**config.mk**
```make
export PLATFORM = sky130hd
export DESIGN_NAME = param_sync_fifo_flat
export DESIGN_NICKNAME = d
export VERILOG_FILES = /design/src/rtl/param_sync_fifo_if.sv /design/src/rtl/param_sync_fifo.sv /design/src/flat_wrapper.sv
export SDC_FILE = /design/constraint.sdc
export NUM_CORES = 1
export LEC_CHECK = 0
export ABC_AREA = 1
export CORE_AREA = 4 4 145 147
export CTS_CLUSTER_SIZE = 25
export DETAILED_ROUTE_END_ITERATION = 7
export DIE_AREA = 0 0 149 151
export HOLD_SLACK_MARGIN = 0.15
export REMOVE_ABC_BUFFERS = 1
export SETUP_SLACK_MARGIN = 0.1
export SYNTH_ARGS = -nofsm -noshare
export SYNTH_HDL_FRONTEND = slang
export SYNTH_SLANG_ARGS = --single-unit
export TNS_END_PERCENT = 30
```
**constraint.sdc**
```tcl
create_clock -name clk -period 2.2 [get_ports clk]
set_input_delay 0.44 -clock clk [delete_from_list [all_inputs] [get_ports clk]]
set_output_delay 0.44 -clock clk [all_outputs]
set_load 0.03 [all_outputs]
```
**src/rtl/param_sync_fifo_if.sv**
```systemverilog
// Handshake and status bundle for param_sync_fifo. The FIFO sits on the slave
// modport; the producer/consumer logic driving it uses the master modport.
interface param_sync_fifo_if #(
  parameter int DATA_W = 8,
  parameter int DEPTH  = 16
);
  localparam int CNT_W = $clog2(DEPTH) + 1;

  logic              ena;
  logic              flush;
  logic              clr_err;
  logic              wr_en;
  logic [DATA_W-1:0] wr_data;
  logic              rd_en;
  logic [DATA_W-1:0] rd_data;
  logic              rd_valid;
  logic [CNT_W-1:0]  count;
  logic              full;
  logic              empty;
  logic              almost_full;
  logic              almost_empty;
  logic              overflow;
  logic              underflow;

  modport master (
    output ena, flush, clr_err, wr_en, wr_data, rd_en,
    input  rd_data, rd_valid, count, full, empty, almost_full, almost_empty,
           overflow, underflow
  );

  modport slave (
    input  ena, flush, clr_err, wr_en, wr_data, rd_en,
    output rd_data, rd_valid, count, full, empty, almost_full, almost_empty,
           overflow, underflow
  );
endinterface

```
**src/rtl/param_sync_fifo.sv**
```systemverilog
// Single-clock FIFO with registered read port, occupancy count, threshold
// flags and sticky overflow/underflow. DEPTH must be a power of two (2..256).
module param_sync_fifo #(
  parameter int DATA_W   = 8,
  parameter int DEPTH    = 16,
  parameter int AF_LEVEL = DEPTH - 2,
  parameter int AE_LEVEL = 2
) (
  input  logic             clk,
  input  logic             rst_n,
  param_sync_fifo_if.slave bus
);
  localparam int PTR_W = $clog2(DEPTH);
  localparam int CNT_W = PTR_W + 1;
  localparam logic [CNT_W-1:0] FULL_CNT = CNT_W'(DEPTH);
  localparam logic [CNT_W-1:0] AF_CNT   = CNT_W'(AF_LEVEL);
  localparam logic [CNT_W-1:0] AE_CNT   = CNT_W'(AE_LEVEL);

  logic [DATA_W-1:0] mem_q [DEPTH];
  logic [PTR_W-1:0]  wr_ptr_q, wr_ptr_d;
  logic [PTR_W-1:0]  rd_ptr_q, rd_ptr_d;
  logic [CNT_W-1:0]  count_q, count_d;
  logic [DATA_W-1:0] rd_data_q, rd_data_d;
  logic              rd_valid_q, rd_valid_d;
  logic              overflow_q, overflow_d;
  logic              underflow_q, underflow_d;
  logic              live, wr_acc, rd_acc, wr_rej, rd_rej, err_clr;

  always_comb begin
    live    = bus.ena & ~bus.flush;
    rd_acc  = live & bus.rd_en & (count_q != '0);
    // A full FIFO still takes a write when a read frees a slot on the same edge.
    wr_acc  = live & bus.wr_en & ((count_q != FULL_CNT) | rd_acc);
    wr_rej  = live & bus.wr_en & ~wr_acc;
    rd_rej  = live & bus.rd_en & ~rd_acc;
    err_clr = live & bus.clr_err;

    wr_ptr_d   = wr_ptr_q;
    rd_ptr_d   = rd_ptr_q;
    count_d    = count_q;
    rd_data_d  = rd_data_q;
    rd_valid_d = rd_acc;

    if (bus.ena && bus.flush) begin
      wr_ptr_d = '0;
      rd_ptr_d = '0;
      count_d  = '0;
    end else begin
      if (wr_acc) wr_ptr_d = wr_ptr_q + PTR_W'(1);
      if (rd_acc) begin
        rd_ptr_d  = rd_ptr_q + PTR_W'(1);
        rd_data_d = mem_q[rd_ptr_q];
      end
      case ({wr_acc, rd_acc})
        2'b10:   count_d = count_q + CNT_W'(1);
        2'b01:   count_d = count_q - CNT_W'(1);
        default: count_d = count_q;
      endcase
    end

    // A new error on the clearing cycle wins, so nothing is silently lost.
    overflow_d  = (overflow_q  & ~err_clr) | wr_rej;
    underflow_d = (underflow_q & ~err_clr) | rd_rej;
  end

  always_ff @(posedge clk or negedge rst_n) begin
    if (!rst_n) begin
      wr_ptr_q    <= '0;
      rd_ptr_q    <= '0;
      count_q     <= '0;
      rd_data_q   <= '0;
      rd_valid_q  <= 1'b0;
      overflow_q  <= 1'b0;
      underflow_q <= 1'b0;
    end else begin
      wr_ptr_q    <= wr_ptr_d;
      rd_ptr_q    <= rd_ptr_d;
      count_q     <= count_d;
      rd_data_q   <= rd_data_d;
      rd_valid_q  <= rd_valid_d;
      overflow_q  <= overflow_d;
      underflow_q <= underflow_d;
    end
  end

  always_ff @(posedge clk) begin
    if (wr_acc) mem_q[wr_ptr_q] <= bus.wr_data;
  end

  assign bus.rd_data      = rd_data_q;
  assign bus.rd_valid     = rd_valid_q;
  assign bus.count        = count_q;
  assign bus.full         = (count_q == FULL_CNT);
  assign bus.empty        = (count_q == '0);
  assign bus.almost_full  = (count_q >= AF_CNT);
  assign bus.almost_empty = (count_q <= AE_CNT);
  assign bus.overflow     = overflow_q;
  assign bus.underflow    = underflow_q;
endmodule
```
**src/flat_wrapper.sv**
```systemverilog
// flat-port wrapper written by rule: the top's interface ports become plain ports
module param_sync_fifo_flat 
#(
  parameter int DATA_W   = 8,
  parameter int DEPTH    = 16,
  parameter int AF_LEVEL = DEPTH - 2,
  parameter int AE_LEVEL = 2
)
  (clk, rst_n, bus_ena, bus_flush, bus_clr_err, bus_wr_en, bus_wr_data, bus_rd_en, bus_rd_data, bus_rd_valid, bus_count, bus_full, bus_empty, bus_almost_full, bus_almost_empty, bus_overflow, bus_underflow);
  param_sync_fifo_if #(.DATA_W(DATA_W), .DEPTH(DEPTH)) bus_i ();
  input  logic clk;
  input  logic rst_n;
  input wire logic [$bits(bus_i.ena)-1:0] bus_ena;
  input wire logic [$bits(bus_i.flush)-1:0] bus_flush;
  input wire logic [$bits(bus_i.clr_err)-1:0] bus_clr_err;
  input wire logic [$bits(bus_i.wr_en)-1:0] bus_wr_en;
  input wire logic [$bits(bus_i.wr_data)-1:0] bus_wr_data;
  input wire logic [$bits(bus_i.rd_en)-1:0] bus_rd_en;
  output wire logic [$bits(bus_i.rd_data)-1:0] bus_rd_data;
  output wire logic [$bits(bus_i.rd_valid)-1:0] bus_rd_valid;
  output wire logic [$bits(bus_i.count)-1:0] bus_count;
  output wire logic [$bits(bus_i.full)-1:0] bus_full;
  output wire logic [$bits(bus_i.empty)-1:0] bus_empty;
  output wire logic [$bits(bus_i.almost_full)-1:0] bus_almost_full;
  output wire logic [$bits(bus_i.almost_empty)-1:0] bus_almost_empty;
  output wire logic [$bits(bus_i.overflow)-1:0] bus_overflow;
  output wire logic [$bits(bus_i.underflow)-1:0] bus_underflow;
  assign bus_i.ena = bus_ena;
  assign bus_i.flush = bus_flush;
  assign bus_i.clr_err = bus_clr_err;
  assign bus_i.wr_en = bus_wr_en;
  assign bus_i.wr_data = bus_wr_data;
  assign bus_i.rd_en = bus_rd_en;
  assign bus_rd_data = bus_i.rd_data;
  assign bus_rd_valid = bus_i.rd_valid;
  assign bus_count = bus_i.count;
  assign bus_full = bus_i.full;
  assign bus_empty = bus_i.empty;
  assign bus_almost_full = bus_i.almost_full;
  assign bus_almost_empty = bus_i.almost_empty;
  assign bus_overflow = bus_i.overflow;
  assign bus_underflow = bus_i.underflow;
  param_sync_fifo #(.DATA_W(DATA_W), .DEPTH(DEPTH), .AF_LEVEL(AF_LEVEL), .AE_LEVEL(AE_LEVEL)) u_core (.clk(clk), .rst_n(rst_n), .bus(bus_i));
endmodule
```
* Word-level counts from Yosys, hierarchy flattened
Memory sizes are Yosys's and may differ from the RTL's. A register that Yosys moved wholly into a read port is not among the register bits. Index checks and enable logic that the tools add are counted.
Storage, ports and cells: flip-flop bits (word level) 16, logic and storage cells 51, bits in writable memories 128, memories kept 1, input bits 15
Cells by class: magnitude comparators 2, $add $sub $neg 4, equal/unequal tests 4, reductions and logical operators 8, bitwise gates (word level) 18, muxes and demuxes 8
Memory list:
- u_core.mem_q | depth 16, bits a word 8, rd ports 1, clocked after Yosys merged registers in 1, wr ports 1, line param_sync_fifo.sv:19 | logic [DATA_W-1:0] mem_q [DEPTH];
Operators by type and width (count):
- $mux W4 | 4
- $and A1 B1 Y1 | 10
- $pmux W5 S2 | 1
- $add A4 B1 Y4 const B | 2
- $add A5 B1 Y5 const B | 1
- $eq A5 B5 Y1 const B | 1
- $ge A5 B4 Y1 const B | 1
- $le A5 B2 Y1 const B | 1
- $logic_not A5 Y1 | 1
- $mux W5 | 1
- $ne A5 B5 Y1 const B | 1
- $not A1 Y1 | 5
- $reduce_bool A5 Y1 | 1
- $sub A5 B1 Y5 const B | 1
- $reduce_bool A2 Y1 | 2
- $or A1 B1 Y1 | 3
- $reduce_bool A3 Y1 | 1
- $eq A2 B1 Y1 const B | 1
- $eq A2 B2 Y1 const B | 1
- $mux W1 | 2
- $reduce_and A2 Y1 | 1
- $logic_and A1 B1 Y1 | 1
- $logic_not A1 Y1 | 1

* Logic depth before layout (Yosys ltp)
depth in word-level cells 9, mapped depth 15

* Least setup slack after synthesis
OpenSTA, ideal clock, no wires.
path kind flip-flop to flip-flop, start point register u_core.count_q[1] (netlist: u_core.bus.count[1]), end point memory u_core.mem_q[0][0], enable pin, path buffers 0, setup time 0.370 ns, period minus slack after synthesis 2.072 ns, path slack 0.128 ns, cell stages (with the launch flop) 9, data arrival time 1.701 ns, required time 1.830 ns, path through dfrtp_1 -> nor2_4 -> nand3_2 -> inv_1 -> nand2_1 -> nand2_2 -> inv_4 -> nand2_2 -> nor2_1
Between the ends: longest elaborated chain between the ends 6, elaborated cells on any way between the ends 7, classes of those cells 1 x eq/ne; 2 x mux; 3 x bitwise; 1 x reduce/logical
Ends and longest elaborated chain:
- from (decl) | line param_sync_fifo.sv:22 | logic [CNT_W-1:0] count_q, count_d;
- from (signal assigned) | line param_sync_fifo.sv:78 | count_q <= count_d;
- $reduce_bool A5 Y1 | line param_sync_fifo.sv:31 | rd_acc = live & bus.rd_en & (count_q != '0);
- $and A1 B1 Y1 | line param_sync_fifo.sv:31
- $or A1 B1 Y1 * | line param_sync_fifo.sv:33 | wr_acc = live & bus.wr_en & ((count_q != FULL_CNT) | rd_acc);
- $and A1 B1 Y1 * | line param_sync_fifo.sv:33
- $mux W1 * | line param_sync_fifo.sv:87 | if (wr_acc) mem_q[wr_ptr_q] <= bus.wr_data;
- $mux W1 (implied by the code) * | line param_sync_fifo.sv:87
- to (decl) | line param_sync_fifo.sv:19
Mark *: on every way between the ends. The rest lies on a longest branch, timed or not.

* Worst setup path after layout
start point register u_core.count_q[3] (netlist: u_core.bus.count[3]), end point output port bus_count[3]
RTL lines:
- to (decl) | line flat_wrapper.sv:21 | output wire logic [$bits(bus_i.count)-1:0] bus_count;
No word-level cell between the ends.

==> out/metrics.cfg <==
[clock_network]
clkSinkCount=152
cts_buffers=17
cts_root_buffer=clkbuf_16
ctsHtreeMaxLevel=4
holdBufCountCts=0
path_clk_slew_ns=0.06
clk_latency_ns=0.43
cts_tree=built
clockBufferDepth=2

[critical_path]
timing.rr.start=u_core.bus.count[3]
crit_cells=1
endpoint=bus_count[3]
r2r_cells=13
critPathMaxStageDelay_ns=0.71
path_class=flip-flop to output port
cpMaxStageDelayCell=clkdlybuf4s50_1
timing.rr.end=u_core.bus.count[4]
cp_cell_sequence=clkdlybuf4s50_1
crit_path_start=u_core.bus.count[3]
critical_path_buf_inv_count=1
worst_ep_required_time_ns=1.76
crit_fanout=5
r2r_slack_ns=0.20
end_kind=output port
cp-start-kind=flip-flop
critical_path_arrival_ns=1.60
cp_top_family=buffers and inverters

[detailed_routing]
wl_per_cell_um=15.0
routed-via-count=4691
drc_errors=0
drt_first_pass_iters=5
initialDrtViolationCount=477
via_per_inst=4.50
wl_um=15700
ant_nets=0

[logic_synthesis]
synth_warnings=0
synth_area_per_cell_sq_um=9.99
yosysSeqAreaShare_pct=64.9
ys_types=31
synthTopCellsByCount=nand2_1 (252), edfxtp_1 (128), nand3_1 (93), inv_1 (86)
ys_top_cells_by_area=edfxtp_1 (56%), nand2_1 (14%), dfrtp_1 (8.8%), nand3_1 (6.8%), inv_1 (4.7%)
synth_top_area_share_pct=56.1
yosysTopAreaCell=edfxtp_1
synth_seq_cells=152
synth_edf_count=128
yosys.cell_count.top_type=nand2_1
synth.cell_area_sq_um=6850
synth_flop_cell=edfxtp_1
synthCells=685
async_reset_ff_share_pct=15.8

[flow_run]
maxCapViolCount=0

[timing]
setup-violations-final=0
clock_skew_ns=0.00865
hold_viol_final=0
period_share_pct=92.9
fmax_mhz=489
fin_setup_tns_ns=0
slew_violations=0
grt_setup_unrepaired=yes
period_minus_slack_ns=2.04
relSlewSlack_pct=50.7
tightest_slew_ns=0.737

[die]
initial_core_util_pct=34.4
core.rowCount=52
die_area_sq_um=22500
die_y_um=151
ios=35
die_w_um=149
coreArea_sq_um=19900

[placed_design]
dp_hpwl_um=10200
port_buffers=34
place_congestion=0.787
dpl_cell_area_sq_um=7750

[pwr]
vdd_drop_max_mv=0.368
power_density_nw_per_um2=903
leakagePower_nw=3.71
power.total_mw=7.56

[global_route]
globalRouteMet1Util_pct=19.3
grt-ovfl-total=0
antenna_found_initial=0
use_met3_pct=2.72
grt_pass1_vias=4606
grt_pass1_wl_um=24900
grt_max_degree=37
grt_busiest_layer=met2
grt_usage_pct=14.7
grtUsageMet2_pct=24.0

[cells_and_area]
final_layout_size_suffix_gt1_share_pct=13.7
fin_util_pct=42.1
num_antenna_cells=0
postLayoutCellArea_sq_um=8380
nets=784
area_growth_syn_to_layout_pct=22.3

[outcome]
status=complete, no violations

[worst_hold_path]
hold_class=input pin to async pin

[stage by stage]
stage	hold WS [ns]	setup WS, ns	cells
2_1_floorplan	0.144	-0.422	659
3_3_place_gp	0.463	-0.192	1011
3_5_place_dp	0.466	-0.236	1011
4_1_cts	0.393	0.0262	1043
5_1_grt	0.411	0.0178	1043
6_report	0.396	0.156	1043
[how the worst min path moves through the flow]
stage / slack [ns] / endpoint
after global routing: 0.41 / u_core.bus.rd_data[1]
after detailed placement: 0.47 / u_core.bus.rd_data[6]
final: 0.40 / u_core.bus.rd_data[4]
after global placement: 0.46 / u_core.bus.rd_data[0]
after CTS: 0.39 / u_core.bus.rd_data[0]
after floorplan: 0.14 / u_core.bus.count[0]
[registers in the layout (all words and copies together), names as in the netlist]
name                  flops
u_core.bus.count          5
u_core.bus.overflow       1
u_core.bus.rd_data        8
u_core.bus.rd_valid       1
u_core.bus.underflow      1
u_core.mem_q            128
u_core.rd_ptr_q           4
u_core.wr_ptr_q           4
[report_power, final]
part	leakage, nW	total (mW)	switching, mW	internal, mW
clock network	0.296	3.09	1.20	1.89
logic	1.95	1.16	0.754	0.408
registers	1.47	3.31	0.0794	3.23
[logic make-up after synthesis]
family | Yosys count | synth area share [%]
AND/OR/NAND/NOR | 387 | 24.2
flip-flops | 152 | 64.9
buffers and inverters | 118 | 7.27
AO/OA/AOI/OAI | 15 | 1.33
adder cells (fa/ha/maj) | 9 | 1.75
XOR/XNOR | 4 | 0.512
[routing by layer]
layer  wire length, um  part of all wire, %
met4               376                  2.4
met1              6960                   44
met2              7620                   49
met3               701                  4.5
met5                 0                    0
[placed cells by master (no fill, tap or decap), types with 2 or more instances in the layout]
cell and count:
nand2_1 252, edfxtp_1 128, nand3_1 93, inv_1 86, buf_4 47, clkdlybuf4s50_1 27, nor2_1 24, dfrtp_1 23
clkbuf_16 17, ha_1 8, nand2_2 7, inv_2 4, a21oi_1 4, o21ai_0 4, o21ai_1 4, clkinvlp_4 4
inv_6 4, nor2_4 3, xor2_1 3, bufinv_16 3, clkbuf_8 3, clkbuf_2 3, dlymetal6s2s_1 3, nand3_4 2
nand3_2 2
[cell type report]
| class | instances | area [sq um] |
|---|---|---|
| Clock buffer | 20 | 467 |
| Clock inverter | 12 | 164 |
| Timing Repair Buffer | 82 | 704 |
| Sequential cell | 152 | 4450 |
| Multi-Input combinational cell | 415 | 1910 |
| Inverter | 92 | 348 |
| Tap cell | 270 | 338 |
| Fill cell | 1917 | 11500 |
[what timing repair did]
action | in CTS | in global routing
endpoints found under the setup margin | 6 | 7
hold endpoints to repair | 0 | 0
setup buffers | 0 | 0
resized for setup | 4 | 10
No activity file was read; power rests on OpenSTA's default activity.
